`src/rtl/mnist_frame_reader.sv`:
```
// mnist_frame_reader: read side of the 28x28 binary MNIST frame buffer.
// On each vsync falling edge the whole grid is read through the buffer's
// registered read port, packed into row words and streamed to the classifier
// over valid/ready. Per-frame ink count and an empty-frame flag are reported.
module mnist_frame_reader #(
    parameter int GRID    = 28,
    parameter int ADDR_W  = 10,
    parameter int MIN_INK = 16
) (
    input  logic              dclk,
    input  logic              rst_n,
    input  logic              vsync,
    output logic              ram_rd_en,
    output logic [ADDR_W-1:0] ram_rd_addr,
    input  logic              ram_rd_data,
    output logic [GRID-1:0]   row_data,
    output logic [4:0]        row_idx,
    output logic              row_valid,
    input  logic              row_ready,
    output logic              row_last,
    output logic [ADDR_W-1:0] ink_count,
    output logic              frame_empty,
    output logic              frame_done,
    output logic              frame_dropped,
    output logic              busy
);
    localparam int CNT_W = $clog2(GRID + 1);

    localparam logic [1:0] S_IDLE    = 2'd0;
    localparam logic [1:0] S_READ    = 2'd1;
    localparam logic [1:0] S_PRESENT = 2'd2;
    localparam logic [1:0] S_DONE    = 2'd3;

    localparam logic [CNT_W-1:0]  CNT_LAST = CNT_W'(GRID);
    localparam logic [CNT_W-1:0]  CNT_ONE  = CNT_W'(1);
    localparam logic [4:0]        ROW_LAST = 5'(GRID - 1);
    localparam logic [ADDR_W-1:0] STRIDE   = ADDR_W'(GRID);
    localparam logic [ADDR_W-1:0] MIN_A    = ADDR_W'(MIN_INK);

    logic [1:0]        r_state;
    logic              r_vsync_d;
    logic [4:0]        r_row;
    logic [CNT_W-1:0]  r_cnt;
    logic [ADDR_W-1:0] r_acc;
    logic [ADDR_W-1:0] r_addr;
    logic [ADDR_W-1:0] r_ink;
    logic [GRID-1:0]   r_row_data;
    logic              r_empty;
    logic              r_done;
    logic              r_dropped;

    logic              w_frame_end;
    logic              w_rd;
    logic [ADDR_W-1:0] w_addr;

    // Falling edge of the capture window; a read is issued for cnt 0..GRID-1,
    // the extra READ cycle only collects the last registered read result.
    assign w_frame_end = r_vsync_d & ~vsync;
    assign w_rd        = (r_state == S_READ) && (r_cnt < CNT_LAST);
    assign w_addr      = ADDR_W'(r_row) * STRIDE + ADDR_W'(r_cnt);

    assign ram_rd_en     = w_rd;
    assign ram_rd_addr   = w_rd ? w_addr : r_addr;
    assign row_data      = r_row_data;
    assign row_idx       = r_row;
    assign row_valid     = (r_state == S_PRESENT);
    assign row_last      = (r_state == S_PRESENT) && (r_row == ROW_LAST);
    assign ink_count     = r_ink;
    assign frame_empty   = r_empty;
    assign frame_done    = r_done;
    assign frame_dropped = r_dropped;
    assign busy          = (r_state != S_IDLE);

    // vsync history and the single-cycle status pulses
    always_ff @(posedge dclk) begin
        if (!rst_n) begin
            r_vsync_d <= 1'b0;
            r_dropped <= 1'b0;
            r_done    <= 1'b0;
        end else begin
            r_vsync_d <= vsync;
            r_dropped <= w_frame_end && (r_state != S_IDLE);
            r_done    <= (r_state == S_DONE);
        end
    end

    // Readout sequencer: row/column walk and handshake with the classifier
    always_ff @(posedge dclk) begin
        if (!rst_n) begin
            r_state <= S_IDLE;
            r_row   <= 5'd0;
            r_cnt   <= '0;
        end else begin
            case (r_state)
                S_IDLE: begin
                    if (w_frame_end) begin
                        r_state <= S_READ;
                        r_row   <= 5'd0;
                        r_cnt   <= '0;
                    end
                end
                S_READ: begin
                    if (r_cnt == CNT_LAST) r_state <= S_PRESENT;
                    else                   r_cnt   <= r_cnt + CNT_ONE;
                end
                S_PRESENT: begin
                    if (row_ready) begin
                        if (r_row == ROW_LAST) begin
                            r_state <= S_DONE;
                        end else begin
                            r_row   <= r_row + 5'd1;
                            r_cnt   <= '0;
                            r_state <= S_READ;
                        end
                    end
                end
                default: r_state <= S_IDLE;
            endcase
        end
    end

    // Read datapath: held address, row packing and the ink accumulator
    always_ff @(posedge dclk) begin
        if (!rst_n) begin
            r_addr     <= '0;
            r_row_data <= '0;
            r_acc      <= '0;
        end else begin
            if (w_rd) r_addr <= w_addr;
            if (r_state == S_IDLE && w_frame_end) r_acc <= '0;
            // data returned now belongs to the read issued at cnt-1
            if (r_state == S_READ && r_cnt != '0) begin
                r_row_data[r_cnt - CNT_ONE] <= ram_rd_data;
                r_acc <= r_acc + ADDR_W'(ram_rd_data);
            end
        end
    end

    // Frame results, latched once per completed readout
    always_ff @(posedge dclk) begin
        if (!rst_n) begin
            r_ink   <= '0;
            r_empty <= 1'b0;
        end else if (r_state == S_DONE) begin
            r_ink   <= r_acc;
            r_empty <= (r_acc < MIN_A);
        end
    end

endmodule

```
`config.mk`:
```
export PLATFORM = sky130hd
export DESIGN_NAME = mnist_frame_reader
export DESIGN_NICKNAME = d
export VERILOG_FILES = /design/src/rtl/mnist_frame_reader.sv
export SDC_FILE = /design/constraint.sdc
export NUM_CORES = 1
export LEC_CHECK = 0
export ABC_AREA = 1
export CAP_MARGIN = 20
export CORE_UTILIZATION = 45
export DETAILED_ROUTE_END_ITERATION = 6
export GPL_TIMING_DRIVEN = 1
export PLACE_DENSITY = 0.73
export SETUP_SLACK_MARGIN = 0.4
export SYNTH_ARGS = -nofsm -noshare
export SYNTH_HDL_FRONTEND = slang
export SYNTH_SLANG_ARGS = --single-unit
```
`constraint.sdc`:
```
create_clock -name dclk -period 4.5 [get_ports dclk]
set_clock_uncertainty 0.15 [all_clocks]
set_input_delay 0.45 -clock dclk [delete_from_list [all_inputs] [get_ports dclk]]
set_output_delay 0.45 -clock dclk [all_outputs]
set_load 0.01 [all_outputs]
```
After elaboration in Yosys (flattened, before gate mapping). Cells that the tools add are included.

Bits in registers: 74. Bits in latches: 0. RAM bits: 0. Memory bits (read-only): 0. Input bits: 5. Output and inout bits: 60. Logic and storage cells: 67. Memories kept: 0.

Add/subtract/negate cells: 5. Multipliers: 1. Divide/modulo/power cells: 0. $lt $le $gt $ge: 4. Equal/unequal tests: 10. Shift operators: 0. Muxes and demuxes: 19. Bitwise gates (word level): 2. Reduce and logical (&&, ||, !) cells: 15.

Operator list (number): 10-bit two-way mux (3); 5-bit two-way mux (6); 28-bit bitwise mux (1); 5-bit one-hot mux with 3 select lines (1); 10-bit by 1-bit adder with 10-bit output (1); 10-bit by 5-bit adder with 10-bit output (1); 5-bit by 1-bit adder with 5-bit output (second input constant) (2); 5-bit equality test (second input constant) (2); 10-bit by 5-bit less-than comparator with 1-bit output (second input constant) (1); 5-bit one-hot mux with 2 select lines (1); 5-bit by 3-bit multiplier with 8-bit output (second input constant) (1); 2-bit two-way mux (4); 1-bit logical AND (6); 5-bit by 6-bit less-than comparator with 1-bit output (second input constant) (1); 2-bit inequality test (second input constant) (3); 2-bit one-hot mux with 3 select lines (1); 2-bit nonzero test (3); 1-bit demux with 5-bit select (1); 5-bit by 1-bit >= comparator with 1-bit output (second input constant) (1); 5-bit less-than comparator (second input constant) (1); 5-bit AND reduction (1); 5-bit nonzero test (1); 5-bit by 1-bit subtractor with 5-bit output (second input constant) (1); 2-bit equality test (second input constant) (2); other kinds (9) (10).

Logic depth before layout (Yosys ltp).
Depth after elaboration: 6. Gate-level depth with buffers: 14. Mapped depth without buffers: 14.

Worst setup path after synthesis. No wires, ideal clock.

Path kind: reg2out. Start point: register r_row[2] (netlist: row_idx[2]). End point: output port ram_rd_addr[9]. Arrival: 2.483 ns. Required time: 3.900 ns. Setup slack: 1.417 ns. Stages on the path, launching flop included: 12. Buffers on the path: 0. Cell sequence: dfxtp_1 > fa_1 > ha_1 > fa_1 > inv_1 > nor2_1 > nand2_1 > nor2_1 > nand3_1 > nand3_1 > nand2_1 > inv_1.

Word-level cells in the longest chain between the ends: 3.

Ends and longest elaborated chain: from (decl) (line 42) `logic [4:0] r_row;`; from (signal assigned) (line 111) `r_row <= r_row + 5'd1;`; 5-bit by 3-bit multiplier with 8-bit output (line 60) `assign w_addr = ADDR_W'(r_row) * STRIDE + ADDR_W'(r_cnt);`; 10-bit by 5-bit adder with 10-bit output (line 60); 10-bit two-way mux; to (decl) (line 14) `output logic [ADDR_W-1:0] ram_rd_addr,`.

No other way between the ends.

Worst setup path after layout. Ends and elaborated chain as after synthesis.

==> run summary <==
The tools report the power share of the sequential group as 50.7%. The logs give 575 for the total nets after synthesis and 6.103 mm for the detailed-placement wirelength estimate. Summed over all cells, the static leakage comes to 2.071 nW. The width of the chip was 94.92 um; the number of distinct library cells after synthesis was 35.

Buffers inserted during clock tree synthesis total 9. The total of max-cap violations came out at 0. The critical path goes through fa_1 > ha_1 > fa_1 > inv_1 > nor2_1 > nand2_1 > nor2_2 > nand3_1 > nand3_1 > nand2_1 > inv_1 > clkdlybuf4s50_1. Summed over all failing endpoints, the final setup total negative slack is 0 ps.

The number of setup buffers added after CTS is 0. The H-tree was split into 3 levels. After the first detailed-routing iteration, the DRC count stood at 132. Entering global routing, the biggest net connects 49 pins.

The total congestion overflow came out at 0. After detailed routing, the number of vias per cell comes to 4.964. For this block, the via count after detailed routing is 3549. After floorplanning, the core was sized to cover 8299 sq um. The via count of the first global-routing pass was 3238; the fraction of synthesized cell area taken by the top area cell type was 38.13%. The number of antenna violations at the first check in global routing is 0. The smallest clock period supported by the final layout is computed as 3877 ps. The tools report the synthesized instance count as 543.

Static timing analysis puts the maximum clock frequency at 257.9 MHz. Power spread over the standard cell area amounts to 271.8 nW/um^2. The most common library cell in the layout ignoring fill and taps is sky130_fd_sc_hd__nand2_1. The most instantiated flip-flop cell in the synthesis netlist was sky130_fd_sc_hd__dfxtp_1. The average wire length per cell after detail routing was 11.82 um; the required arrival time at the worst endpoint was 3900 ps. For the end-of-flow core utilization, the log shows 57.85%. Routability-driven placement finished with a final weighted congestion of 0.8186. The area growth from synthesis to layout was 23.57%.

The count of nets left with antenna violations once routing finished came out at 0. The internal power of the cells totals 0.001006 W. In the global route stage, overall resource usage came out at 19.39%. The synthesized design contains 0 enable-type register cells. In this run the deepest clock path goes through 2 buffers.

The floorplan has 33 rows. The number of top-level pins was 65. The count of input and output buffers was 64.

The flow ran to the end, and the final reports show no timing, DRC or antenna violations. Master cell of the clock root buffer: sky130_fd_sc_hd__clkbuf_8. The Yosys step of the flow raised 0 warnings.

In the synthesized netlist the async set-or-reset flop fraction comes to 0%. Counting flops and latches in the post-synthesis netlist gives 74. Setup violations remaining at the end of the flow were counted as 0.

Cell type with the largest total area after synthesis: sky130_fd_sc_hd__dfxtp_1. The path class of the tightest hold or removal check is flop to flop. The antenna diode count came out at 0.

The clock reaches the later pin of the worst-skew pair after 340 ps. The switching part of the total works out to 22.93%. TritonCTS built the clock tree. The clock drives 74 sinks.

For this configuration, the core starts out at a cell density of 46.81%. The logs give 0 for the max-slew violation count and 13.96 mm for the wire length of the first global-routing pass. Clock-pin slew was measured on the worst setup and hold paths at 70 ps. The worst hold margin came out at 325.8 ps. After synthesis the cells add up to 3885 sq um.

Grouping stages by cell kind, the critical path spends the most delay in adder cells. Setup repair after global routing left no endpoint under its margin. The worst IR drop on VDD was 173.0 uV; the sequential cell area fraction in the yosys report was 38.13%. The critical path in this run is classified as flop to output port. The critical path buffer and inverter count came out at 3. In the final layout, the share of cells above drive strength 1 is 8.033%. The floorplan step defined a die boundary enclosing 9009 sq um. The tools report the number of remaining DRC errors as 0.

The nature of the critical path endpoint is an output port. The mean post-synth cell area is 7.155 sq um. Combinational cell fraction of total power: 7.1%. The final hold violation count was 0. The largest individual stage delay along the critical path comes from the cell sky130_fd_sc_hd__fa_1. The longest individual stage delay on the worst path is 520 ps. The highest net fanout along the worst path was 9. By area the synthesized netlist is led by sky130_fd_sc_hd__dfxtp_1 (38%), sky130_fd_sc_hd__nand2_1 (11%), sky130_fd_sc_hd__nor2_1 (11%).

For the wire length reported by the detailed router, the log shows 8.448 mm. Ratio of final minimum period to clock period: 86.16%. For the worst setup path, the data arrival time is 3280 ps. The slew at the pin closest to its max-slew limit is 749.3 ps.

The net switching power of the design is 0.0002992 W. The number of detailed-routing iterations run before antenna repair was 4. The final layout contains 637 nets. In the layout the commonest cells are sky130_fd_sc_hd__nand2_1 (117), sky130_fd_sc_hd__nor2_1 (114), sky130_fd_sc_hd__dfxtp_1 (71). The kind of launch point of the worst setup path was a flop.

Per report_power, the clock group accounts for 42.2% of the total. Measured along the y axis, the die boundary spans 94.92 um. Headroom to the max-slew limit came out at 49.74%.
## worst reg2reg max path: cells and delay by family, from the launching register on
kind | cells | cell delay [ps]
flip-flops | 1 | 420
buffers and inverters | 1 | 70
AND/OR/NAND/NOR | 8 | 740
adder cells (fa/ha/maj) | 3 | 1200
## layout make-up
cell class	count	area (sq um)
clock inverters	5	78.83
repair buffers	65	648.1
multi-input cells	404	2132
clock buffers	11	131.4
fillers	778	3498
well taps	105	131.4
flip-flops and latches	74	1488
inverters	51	191.4
## cell usage after synthesis, types with 4 or more instances
master and n:
sky130_fd_sc_hd__ha_1 21, sky130_fd_sc_hd__inv_1 42, sky130_fd_sc_hd__inv_2 7, sky130_fd_sc_hd__nand3_2 5, sky130_fd_sc_hd__dfxtp_1 74, sky130_fd_sc_hd__nand2_1 117, sky130_fd_sc_hd__or2_2 4, sky130_fd_sc_hd__o21ai_0 27
sky130_fd_sc_hd__fa_1 6, sky130_fd_sc_hd__a21oi_1 29, sky130_fd_sc_hd__nor3_1 15, sky130_fd_sc_hd__nor2_1 115, sky130_fd_sc_hd__nand3_1 26, sky130_fd_sc_hd__clkbuf_1 9, sky130_fd_sc_hd__xor2_1 4, sky130_fd_sc_hd__buf_6 4
sky130_fd_sc_hd__o21ai_1 7
## per-stage QoR
| stage | instances | setup slack [ps] | area [sq um] | power, W |
|---|---|---|---|---|
| floorplan | 543 | 1417 | 3885 | 0.0007399 |
| global placement | 699 | 869.2 | 4582 | 0.0007688 |
| detailed placement | 699 | 746.2 | 4582 | 0.0007701 |
| finish | 715 | 622.9 | 4801 | 0.001305 |
| global route | 715 | 436.7 | 4801 | 0.001351 |
| CTS | 715 | 491.4 | 4793 | 0.001316 |
## worst paths after layout
kind,startpoint,end,slack (ps),cells after the start
worst max register to register,row_idx[2],r_addr[9],1800,12
worst max-delay path,row_idx[2],ram_rd_addr[9],620,12
worst min-delay path,r_addr[6],r_addr[6],330,2
worst min register to register,r_addr[6],r_addr[6],330,2
## routing by layer
layer  up-vias  GRT usage, %  routed length, um
met5         -             0                  0
met3         9         3.140                315
met4         0         7.071                106
li1       1851             -                  -
met2        74         32.85               3918
met1      1615         24.74               4108
## power by group through the flow
stage | Clock, W | Combinational, W | Sequential, W
CTS | 0.000560 | 0.0000927 | 0.000663
finish | 0.000550 | 0.0000924 | 0.000662
global placement | 0 | 0.0000910 | 0.000678
detailed placement | 0 | 0.0000919 | 0.000678
floorplan | 0 | 0.0000626 | 0.000677
global route | 0.000586 | 0.000102 | 0.000663
## what timing repair did
item,CTS,global route
setup endpoints to repair,1,2
hold endpoints to repair,0,0
hold buffers,0,0
gates resized for setup,1,4
## flip-flops by register name (all words and copies together), names as in the netlist
signal and cells:
row_idx 5, r_acc 10, row_data 28, r_cnt 5
frame_dropped 1, r_addr 10, frame_empty 1, ink_count 10
frame_done 1, r_vsync_d 1, r_state 2
## cell families after synthesis
family                     after synthesis  share of synthesized area [%]
AOI/OAI and AO/OA                       68                          9.082
xor gates and xnor gates                 8                          2.383
DFF                                     74                          38.13
and+or+nand+nor                        301                          33.49
adders and majority gates               27                          9.855
buffers and inverters                   65                          7.053
Power figures use the tool's default switching activity.
